--- config.mk ---
export PLATFORM = sky130hd
export DESIGN_NAME = code_history_display
export DESIGN_NICKNAME = d
export VERILOG_FILES = /design/src/rtl/code_history_display.sv
export SDC_FILE = /design/constraint.sdc
export NUM_CORES = 1
export LEC_CHECK = 0
export BUFFER_PORTS_ARGS = -buffer_cell sky130_fd_sc_hd__clkbuf_2
export CORE_MARGIN = 2
export CORE_UTILIZATION = 30
export DETAILED_ROUTE_END_ITERATION = 12
export GPL_ROUTABILITY_DRIVEN = 1
export PLACE_DENSITY = 0.48
export REMOVE_ABC_BUFFERS = 1
export SKIP_CTS_REPAIR_TIMING = 1
export SKIP_LAST_GASP = 1
export SLEW_MARGIN = 20
export SYNTH_ARGS = -nofsm -noshare
export SYNTH_HDL_FRONTEND = slang
export SYNTH_SLANG_ARGS = --single-unit
--- constraint.sdc ---
create_clock -name clk -period 3.35 [get_ports clk]
set_clock_uncertainty 0.05 [all_clocks]
set_input_delay 0.335 -clock clk [delete_from_list [all_inputs] [get_ports clk]]
set_output_delay 0.335 -clock clk [all_outputs]
set_load 0.05 [all_outputs]
--- src/rtl/code_history_display.sv ---
// code_history_display: keeps the last four encoder codes and scans them
// across a 4-digit common-anode seven-segment display. Digit 0 is the newest.
module code_history_display #(
  parameter int SCAN_DIV = 50000,
  parameter int DIV_W    = 16
) (
  input  logic       clk,
  input  logic       rst,
  input  logic [2:0] code,
  input  logic       code_valid,
  input  logic       clear,
  output logic [3:0] an,
  output logic [7:0] seg,
  output logic [2:0] fill
);

  logic [DIV_W-1:0] div_cnt_q, div_cnt_d;
  logic [1:0]       sel_q, sel_d;
  logic [2:0]       hist_q [4];
  logic [2:0]       hist_d [4];
  logic [2:0]       fill_q, fill_d;
  logic [3:0]       an_q, an_d;
  logic [7:0]       seg_q, seg_d;

  logic [2:0]       digit_code;
  logic [6:0]       digit_pat;
  logic             dp_n;

  // Scan divider: hold each digit for SCAN_DIV cycles, then step to the next one.
  always_comb begin
    div_cnt_d = div_cnt_q + 1'b1;
    sel_d     = sel_q;
    if (div_cnt_q == DIV_W'(SCAN_DIV - 1)) begin
      div_cnt_d = '0;
      sel_d     = sel_q + 2'd1;
    end
  end

  // History shift register and fill count; clear wins over a simultaneous capture.
  always_comb begin
    for (int i = 0; i < 4; i++) begin
      hist_d[i] = hist_q[i];
    end
    fill_d = fill_q;
    if (clear) begin
      for (int i = 0; i < 4; i++) begin
        hist_d[i] = 3'd0;
      end
      fill_d = 3'd0;
    end else if (code_valid) begin
      hist_d[0] = code;
      for (int i = 1; i < 4; i++) begin
        hist_d[i] = hist_q[i-1];
      end
      if (fill_q != 3'd4) begin
        fill_d = fill_q + 3'd1;
      end
    end
  end

  // Segment decode of the selected digit; empty digits are blanked and the
  // decimal point marks the newest entry.
  always_comb begin
    digit_code = hist_q[sel_q];
    case (digit_code)
      3'd0:    digit_pat = 7'h40;
      3'd1:    digit_pat = 7'h79;
      3'd2:    digit_pat = 7'h24;
      3'd3:    digit_pat = 7'h30;
      3'd4:    digit_pat = 7'h19;
      3'd5:    digit_pat = 7'h12;
      3'd6:    digit_pat = 7'h02;
      default: digit_pat = 7'h78;
    endcase
    dp_n = !((sel_q == 2'd0) && (fill_q != 3'd0));
    an_d = ~(4'b0001 << sel_q);
    if ({1'b0, sel_q} >= fill_q) begin
      seg_d = 8'hFF;
    end else begin
      seg_d = {dp_n, digit_pat};
    end
  end

  // State and output registers; reset darkens the display and drops all history.
  always_ff @(posedge clk) begin
    if (rst) begin
      div_cnt_q <= '0;
      sel_q     <= 2'd0;
      for (int i = 0; i < 4; i++) begin
        hist_q[i] <= 3'd0;
      end
      fill_q    <= 3'd0;
      an_q      <= 4'hF;
      seg_q     <= 8'hFF;
    end else begin
      div_cnt_q <= div_cnt_d;
      sel_q     <= sel_d;
      for (int i = 0; i < 4; i++) begin
        hist_q[i] <= hist_d[i];
      end
      fill_q    <= fill_d;
      an_q      <= an_d;
      seg_q     <= seg_d;
    end
  end

  assign an   = an_q;
  assign seg  = seg_q;
  assign fill = fill_q;

endmodule

==> results by group, run 1 <==
Synthesis
  – Register bit total from synthesis: 47
  – Number of enable flip-flop cells after synthesis: 3
  – Post-Syn Area: 1990 um2
  – Cells after Synth: 193
  – Post-synthesis sequential area ratio: 48.8%
  – Leading area contributor after synthesis: dfxtp_1
  – Share of the synthesized area in the top cell type: 44.3%
  – Top post-synthesis cells by area: dfxtp_1 (44%), nor2_1 (5.9%), ha_1 (5.7%)
  – Yosys warns: 0
  – Prevailing post-synth register cell: dfxtp_1
  – Syn_area_per_cell: 10.3 um2
  – Netlist cell types: 42
  – Cell with the most instances after synthesis: dfxtp_1
  – Asr flop ratio synth: 0%
  – Leading cell types by count after synthesis: dfxtp_1 (44), nor2_1 (31), mux2i_1 (10), xor2_1 (10), ha_1 (9)

Setup path
  – Required @ worst endpoint: 3.48 ns
  – WS Path Type: reg2reg
  – CP Capture Type: flip-flop
  – Crit Path Max Fanout: 7
  – CP arrival: 1.90 ns
  – CP Launch Type: flip-flop
  – Reg2reg path depth: 6
  – R2R Setup Slk: 1.58 ns

Timing
  – RSZ-0062 raised after global routing: false
  – Count of final hold-check violations: 0
  – Final setup margin: 1.58 ns
  – Setup TNS: 0 ns
  – Final setup vio count: 0
  – Slew HR: 69.4%
  – Crit path time final: 1.77 ns
  – Max Clk Rate: 0.565 GHz
  – Worst hold slack: 0.213 ns
  – Slew @ Worst Pin: 0.458 ns
  – Final Cycle Share: 52.9%
  – Slew Limit Fails: 0

Pwr
  – Flop pwr share: 54.5%
  – Worst ir drop on vdd: 300 uV
  – Clk network pwr share: 40.4%
  – Pwr dens: 471 nW/um2
  – Logic pwr share: 5.1%
  – Tot Pwr: 1.06 mW
  – P_leak: 0.887 nW
  – Sw power: 0.243 mW
  – Internal power: 0.817 mW
  – Net Sw Frac: 22.9%

Routing
  – Final WL: 3200 um
  – WL/cell: 11.0 um
  – Vias: 1,283
  – DRT Pass-1 Iters: 6
  – Post-route ant nets: 0
  – DRT iter0 DRCs: 16
  – Via/cell ratio: 4.42
  – DRC viols: 0

Layout
  – N_diodes: 0
  – Area grow syn2layout: 13.2%
  – Fin nets: 228
  – Multi-input combinational cell area: 937 um2
  – Ratio of cells with drive above 1 in the final layout: 19.2%
  – Fin cells: 290
  – Sequential Area: 971 um2
  – Layout filler cell count: 657

Floorplan
  – Top-Level Pins: 22
  – Rows: 29
  – Core box area: 6390 um2
  – Die Height: 85.4 um
  – Initial Utilization: 31.1%
  – Die width: 85.4 um
  – Die footprint: 7290 um2

Global route
  – Initial antenna violation count: 0
  – First-pass GRT wire length: 5380 um
  – Largest net degree at the start of global routing: 17
  – Gr usage total: 9.59%
  – Vias in the first global route: 1,190
  – Total gr overflow: 0

Flow run
  – Max Cap Violations: 0

Clock network
  – CTS Root Buffer Type: clkbuf_8
  – H-tree levels: 2
  – Worst skew pair latency: 0.31 ns
  – CTS Sinks: 47
  – Deepest clock path buffer count: 2
  – Worst-path clk slew: 0.10 ns
  – CTS tree: yes
  – CTS Buf Count: 5

Place
  – Hpwl dp: 2260 um
  – Placed Cells: 282
  – IO Port Bufs: 21
  – Routability cong.: 0.657
  – Setup Slack @ Placement: 1.56 ns

Worst hold path
  – Hold Path Class: in2reg
  – Cells on Worst Hold Path: 3

Run status
  – Status: finished, final reports clean
-- placed cells by master (no fill, tap or decap), drive strengths merged, types with 8 or more instances in the layout --
master	n
nor2	31
xor2	10
nand2	8
inv	8
dfxtp	44
nand2b	8
mux2i	10
clkbuf	26
ha	9
-- final timing paths --
kind | from | endpoint
worst max-delay path | sel_q[0]$_SDFFE_PP0P_ | seg[0]$_SDFF_PP1_
worst min-delay path | code[2] | hist_q[0][2]$_SDFFE_PP0P_
worst max register to register | sel_q[0]$_SDFFE_PP0P_ | seg[0]$_SDFF_PP1_
worst min register to register | div_cnt_q[0]$_SDFF_PP0_ | div_cnt_q[0]$_SDFF_PP0_
-- cell type report --
class,instances,share of cell area (%)
flip-flops and latches,47,43.1
multi-input cells,130,41.6
repair buffers,21,4.67
well taps,77,4.28
clock buffers,5,3.06
clock inverters,3,2.06
inverters,7,1.17
-- cell families (layout without fill, tap and decap cells) --
logic type      count (synthesis)  count (layout)  synth area share, %
flops                          47              47                 48.8
compound gates                 17              17                 5.35
xor+xnor                       16              16                 7.05
mux                            13              13                 8.43
simple gates                   75              75                 20.6
buf+inv                        16              36                 4.03
fa+ha+maj                       9               9                 5.66
-- metrics by stage --
| step | util, % | instance area [um2] |
|---|---|---|
| 2_1_floorplan | - | 1930 |
| 3_3_place_gp | 33.4 | 2140 |
| 3_5_place_dp | 33.4 | 2140 |
| 4_1_cts | 35.2 | 2250 |
| 5_1_grt | 35.2 | 2250 |
| 6_report | 35.2 | 2250 |
-- flip-flops by register name (all words and copies together) (netlist names), named ones only --
register,flops
hist_q,12
an,4
sel_q,2
seg,8
fill,3
div_cnt_q,16
-- power by group through the flow --
| stage | clock [mW] | combinational [mW] | sequential, mW |
|---|---|---|---|
| after detailed placement | 0 | 0.0546 | 0.591 |
| after global routing | 0.468 | 0.0592 | 0.580 |
| after CTS | 0.449 | 0.0547 | 0.578 |
| after global placement | 0 | 0.0550 | 0.591 |
| final | 0.428 | 0.0535 | 0.578 |
| after floorplan | 0 | 0.0281 | 0.600 |
-- metal layers --
layer  wire, um  track usage, %  share of wire (%)  up-vias
met5          0               0                  0        -
met4         62            5.63                1.9        0
met3        123            2.92                3.8        6
met2       1420            15.0                 44       20
met1       1590            11.6                 50      570
li1           -               -                  -      687
-- worst max-delay path, stage by stage (launching register included) --
cell and delay, ns:
dfxtp_1 0.37, inv_1 0.10, ha_1 0.27, nand2b_1 0.13
a21o_1 0.18, a21oi_1 0.40, o21ai_1 0.14
No activity file was read; power rests on OpenSTA's default activity.
==> run 2, diff against run 1 <==
PLACE_DENSITY = 0.5   (was 0.48)
clock period = 1.5 ns   (was 3.35 ns; I/O delays follow)
==> results by group, run 2 (same netlist as run 1, synthesis figures left out) <==
Pwr
  – Pwr dens: 937 nW/um2 (+99%)
  – Tot Pwr: 2.41 mW (+130%)
  – Worst ir drop on vdd: 491 uV (+64%)
  – P_leak: 1.07 nW (+21%)

Routing
  – DRT iter0 DRCs: 28 (+12)
  – WL/cell: 11.1 um (+0.46%)
  – Post-route ant nets: 0 (unchanged)
  – DRC viols: 0 (unchanged)
  – DRT Pass-1 Iters: 4 (-2)
  – Via/cell ratio: 4.50 (+1.8%)
  – Final WL: 3530 um (+10%)
  – Vias: 1,432 (+12%)

Layout
  – Largest register FFs: 16 (unchanged)
  – Ratio of cells with drive above 1 in the final layout: 39.0% (+20 points)
  – Commonest cells after routing, fill and taps aside: dfxtp_1 (35), nor2_1 (31), buf_4 (27)
  – Fin nets: 256 (+12%)
  – Layout filler cell count: 642 (-2.3%)
  – Most flops, register: div_cnt_q
  – N_diodes: 0 (unchanged)
  – Area grow syn2layout: 29.5%
  – Commonest non-fill, non-tap cell in the layout: dfxtp_1

Clock network
  – Worst skew pair latency: 0.29 ns (-0.02 ns)
  – Worst-path clk slew: 0.10 ns (about the same)
  – H-tree levels: 2 (unchanged)
  – Deepest clock path buffer count: 2 (unchanged)
  – CTS Sinks: 47 (unchanged)
  – CTS Buf Count: 5 (unchanged)
  – CTS Root Buffer Type: clkbuf_8
  – CTS tree: yes

Timing
  – RSZ-0062 raised after global routing: true
  – Crit path time final: 1.48 ns (-0.288 ns)
  – Slew Limit Fails: 0 (unchanged)
  – Final Cycle Share: 98.9% (+46 points)
  – Slew @ Worst Pin: 0.278 ns (-0.181 ns)
  – Setup TNS: 0 ns (unchanged)
  – Slew HR: 81.6% (+12 points)
  – Count of final hold-check violations: 0 (unchanged)
  – Max Clk Rate: 0.674 GHz (+19%)
  – Final setup vio count: 0 (unchanged)

Worst hold path
  – Hold Path Class: in2reg
  – Hold Path Origin: code[1]
  – Hold Path End: hist_q[0][1]$_SDFFE_PP0P_
  – Cells on Worst Hold Path: 3 (unchanged)

Setup path
  – R2R Setup Slk: 0.02 ns (-1.56 ns)
  – CP Capture Type: flip-flop
  – WS Path Type: reg2reg
  – CP max stage delay: 0.56 ns (+0.16 ns)
  – CP Launch Type: flip-flop
  – Critical-path cell list: mux4_2 > nand2b_4 > a21boi_2 > o21ai_1
  – Reg2reg path depth: 4 (-2)
  – Slowest cell on crit path: mux4_2
  – CP arrival: 1.63 ns (-0.27 ns)
  – Reg-to-reg critical path endpoint: seg[3]$_SDFF_PP1_
  – Required @ worst endpoint: 1.65 ns (-1.83 ns)
  – Crit Path Max Fanout: 6 (-1)

Floorplan
  – Rows: 29 (unchanged)
  – Die footprint: 7290 um2 (unchanged)
  – Initial Utilization: 31.1% (unchanged)
  – Die Height: 85.4 um (unchanged)
  – Die width: 85.4 um (unchanged)
  – Top-Level Pins: 22 (unchanged)
  – Core box area: 6390 um2 (unchanged)

Place
  – Routability cong.: 0.674 (+2.5%)
  – IO Port Bufs: 21 (unchanged)
  – Hpwl dp: 2530 um (+12%)

Flow run
  – Max Cap Violations: 0 (unchanged)

Run status
  – Status: finished, final reports clean

Global route
  – Total gr overflow: 0 (unchanged)
  – Largest net degree at the start of global routing: 17 (unchanged)
  – Gr usage total: 9.89% (+0.30 points)
  – Vias in the first global route: 1,266 (+6.4%)
  – Initial antenna violation count: 0 (unchanged)
  – First-pass GRT wire length: 5760 um (+7.0%)
==> run 2: final cells by class <==
type	count	area [um2]	share of cell area (%)
tap	77	96.3	3.74
sequential	47	985	38.2
inverter	7	26.3	1.02
clock buffer	5	68.8	2.67
timing repair buffer	49	328	12.7
clock inverter	3	45.0	1.75
multi-input combinational	130	1030	39.8
==> run 2: how the worst max path moves through the flow <==
stage	start	endpoint	cells past startpoint
5_1_grt	flip-flop	seg[3]$_SDFF_PP1_	4
3_3_place_gp	flip-flop	seg[3]$_SDFF_PP1_	4
2_1_floorplan	fill[0]$_SDFFE_PP0P_	seg[0]$_SDFF_PP1_	5
3_5_place_dp	flip-flop	seg[3]$_SDFF_PP1_	4
4_1_cts	flip-flop	seg[3]$_SDFF_PP1_	4
6_report	flip-flop	seg[3]$_SDFF_PP1_	4
==> run 2: stage by stage <==
| stage | utilization, % | instance area [um2] | hold WS, ns | setup WS, ns | cells |
|---|---|---|---|---|---|
| floorplan | - | 1930 | 0.172 | -0.401 | 184 |
| global placement | 36.8 | 2350 | 0.334 | -0.0311 | 309 |
| detailed placement | 36.8 | 2350 | 0.343 | -0.0542 | 309 |
| CTS | 38.6 | 2460 | 0.0241 | -0.0680 | 317 |
| global route | 40.3 | 2570 | 0.0447 | -0.0202 | 318 |
| finish | 40.3 | 2570 | 0.0355 | 0.0167 | 318 |
==> run 2: layer usage <==
metal  GRT usage (%)  vias to the layer above  share of wire, %
met5               0                        -                 0
li1                -                      742                 -
met4            3.03                        0              0.43
met1            12.5                      669                50
met3            2.43                        2               3.0
met2            16.6                       19                47
==> run 2: report_power, final <==
| group | switching (mW) | total [mW] | internal (mW) |
|---|---|---|---|
| Sequential | 0.0132 | 1.29 | 1.28 |
| Clock | 0.456 | 0.960 | 0.504 |
| Combinational | 0.0880 | 0.163 | 0.0748 |
==> run 2: critical path, delay by kind of cell, from the launching register on <==
family / cells / cell delay, ns
mux: 1 / 0.56
flops: 1 / 0.38
compound gates: 2 / 0.22
simple gates: 1 / 0.19
==> run 3, diff against run 2 <==
CTS_BUF_LIST = sky130_fd_sc_hd__clkbuf_16   (was default)
==> results by group, run 3 (same netlist as run 1, synthesis figures left out) <==
Timing
  – Setup TNS: 0 ns (unchanged)
  – Slew Limit Fails: 0 (unchanged)
  – Final Cycle Share: 98.1% (-0.79 points)
  – Final setup vio count: 0 (unchanged)
  – Slew HR: 81.6% (about the same)
  – Final setup margin: 0.0286 ns (+0.0119 ns)
  – RSZ-0062 raised after global routing: true
  – Crit path time final: 1.47 ns (-0.0119 ns)
  – Max Clk Rate: 0.680 GHz (+0.81%)
  – Slew @ Worst Pin: 0.277 ns (-0.000620 ns)
  – Count of final hold-check violations: 0 (unchanged)
  – Worst hold slack: 0.0469 ns (+0.0115 ns)

Routing
  – Final WL: 3550 um (+0.77%)
  – WL/cell: 11.2 um (+0.77%)
  – DRC viols: 0 (unchanged)
  – Via/cell ratio: 4.48 (-0.49%)
  – Post-route ant nets: 0 (unchanged)
  – DRT iter0 DRCs: 23 (-18%)
  – Vias: 1,425 (-0.49%)
  – DRT Pass-1 Iters: 4 (unchanged)

Floorplan
  – Core box area: 6390 um2 (unchanged)
  – Rows: 29 (unchanged)
  – Die footprint: 7290 um2 (unchanged)
  – Top-Level Pins: 22 (unchanged)
  – Die width: 85.4 um (unchanged)
  – Die Height: 85.4 um (unchanged)
  – Initial Utilization: 31.1% (unchanged)

Layout
  – Fin nets: 256 (unchanged)
  – Area grow syn2layout: 31.7%
  – Commonest non-fill, non-tap cell in the layout: dfxtp_1
  – Largest register FFs: 16 (unchanged)
  – Most flops, register: div_cnt_q
  – N_diodes: 0 (unchanged)
  – Ratio of cells with drive above 1 in the final layout: 38.2% (-0.83 points)
  – Commonest cells after routing, fill and taps aside: dfxtp_1 (36), nor2_1 (31), buf_4 (27)
  – Fin cells: 318 (unchanged)

Setup path
  – Crit Path Max Fanout: 6 (unchanged)
  – Slowest cell on crit path: mux4_2
  – CP Launch Type: flip-flop
  – CP max stage delay: 0.56 ns (about the same)
  – CP Capture Type: flip-flop
  – CP arrival: 1.64 ns (about the same)
  – Required @ worst endpoint: 1.67 ns (+0.02 ns)
  – WS Path Type: reg2reg
  – Critical-path cell list: mux4_2 > nand2b_4 > nor2b_4 > o21ai_1

Run status
  – Status: finished, final reports clean

Pwr
  – Clk network pwr share: 47.1% (+7.3 points)
  – P_leak: 1.09 nW (+2.3%)
  – Internal power: 2.15 mW (+16%)
  – Worst ir drop on vdd: 560 uV (+14%)
  – Pwr dens: 1050 nW/um2 (+12%)
  – Flop pwr share: 47.0% (-6.5 points)
  – Net Sw Frac: 21.8% (-1.3 points)
  – Logic pwr share: 5.9% (-0.8 points)
  – Sw power: 0.599 mW (+7.5%)

Place
  – Setup Slack @ Placement: -0.0542 ns (unchanged)
  – Routability cong.: 0.674 (unchanged)
  – Hpwl dp: 2530 um (unchanged)
  – Placed Cells: 309 (unchanged)
  – IO Port Bufs: 21 (unchanged)

Global route
  – Gr usage total: 10.1% (+0.16 points)
  – Initial antenna violation count: 0 (unchanged)
  – First-pass GRT wire length: 5780 um (+0.24%)
  – Largest net degree at the start of global routing: 17 (unchanged)
  – Vias in the first global route: 1,264 (-0.16%)
  – Total gr overflow: 0 (unchanged)

Clock network
  – Worst-path clk slew: 0.07 ns (-0.03 ns)
  – CTS Sinks: 47 (unchanged)
  – CTS tree: yes
  – H-tree levels: 2 (unchanged)
  – CTS Root Buffer Type: clkbuf_16
  – Deepest clock path buffer count: 2 (unchanged)
  – Worst skew pair latency: 0.28 ns (about the same)
  – CTS Buf Count: 5 (unchanged)

Flow run
  – Max Cap Violations: 0 (unchanged)

Worst hold path
  – Hold Path Class: in2reg
-- run 3: cell count changes in the layout (fill, tap and decap cells not counted) --
cell / delta
ha_4: -1
dfxtp_1: +1
dfxtp_2: -1
clkbuf_8: -5
clkbuf_16: +5
ha_1: +1
-- run 3: final cells by class --
cell class | count | area, um2
Inverter | 7 | 26.3
Timing Repair Buffer | 49 | 328
Fill cell | 636 | 3770
Tap cell | 77 | 96.3
Sequential cell | 47 | 983
Clock inverter | 3 | 45.0
Multi-Input combinational cell | 130 | 1010
Clock buffer | 5 | 125
-- run 3: worst paths after layout --
kind | startpoint | cells after the start | slack (ns) | endpoint
setup / recovery | flip-flop | 4 | 0.03 | seg[3]$_SDFF_PP1_
hold / removal | code[0] | 3 | 0.05 | hist_q[0][0]$_SDFFE_PP0P_
setup reg to reg | flip-flop | 4 | 0.03 | seg[3]$_SDFF_PP1_
hold reg to reg | div_cnt_q[15]$_SDFF_PP0_ | 2 | 0.44 | div_cnt_q[15]$_SDFF_PP0_
-- run 3: metrics by stage --
stage                     cell area, um2  util, %  power [mW]
after floorplan                     1930        -        1.40
after global placement              2350     36.8        1.47
after detailed placement            2350     36.8        1.47
after CTS                           2520     39.5        2.76
after global routing                2620     41.0        2.85
final                               2620     41.0        2.74
-- run 3: worst max-delay path: cells and delay by family (launching register included) --
kind,cells,cell delay (ns)
AOI/OAI and AO/OA,1,0.11
DFF,1,0.37
muxes,1,0.56
and+or+nand+nor,2,0.32
-- run 3: power by group through the flow --
stage                     Clock (mW)  Combinational [mW]  Sequential (mW)
after floorplan                    0              0.0628             1.34
after global placement             0               0.151             1.32
after detailed placement           0               0.152             1.32
after CTS                       1.32               0.152             1.29
after global routing            1.37               0.177             1.29
final                           1.29               0.161             1.29
-- run 3: routing by layer --
metal | vias to the layer above | global-route usage (%) | part of all wire (%)
li1 | 744 | - | -
met1 | 654 | 12.6 | 49
met2 | 21 | 16.5 | 46
met3 | 6 | 2.72 | 3.5
met4 | 0 | 3.90 | 1.5
met5 | - | 0 | 0
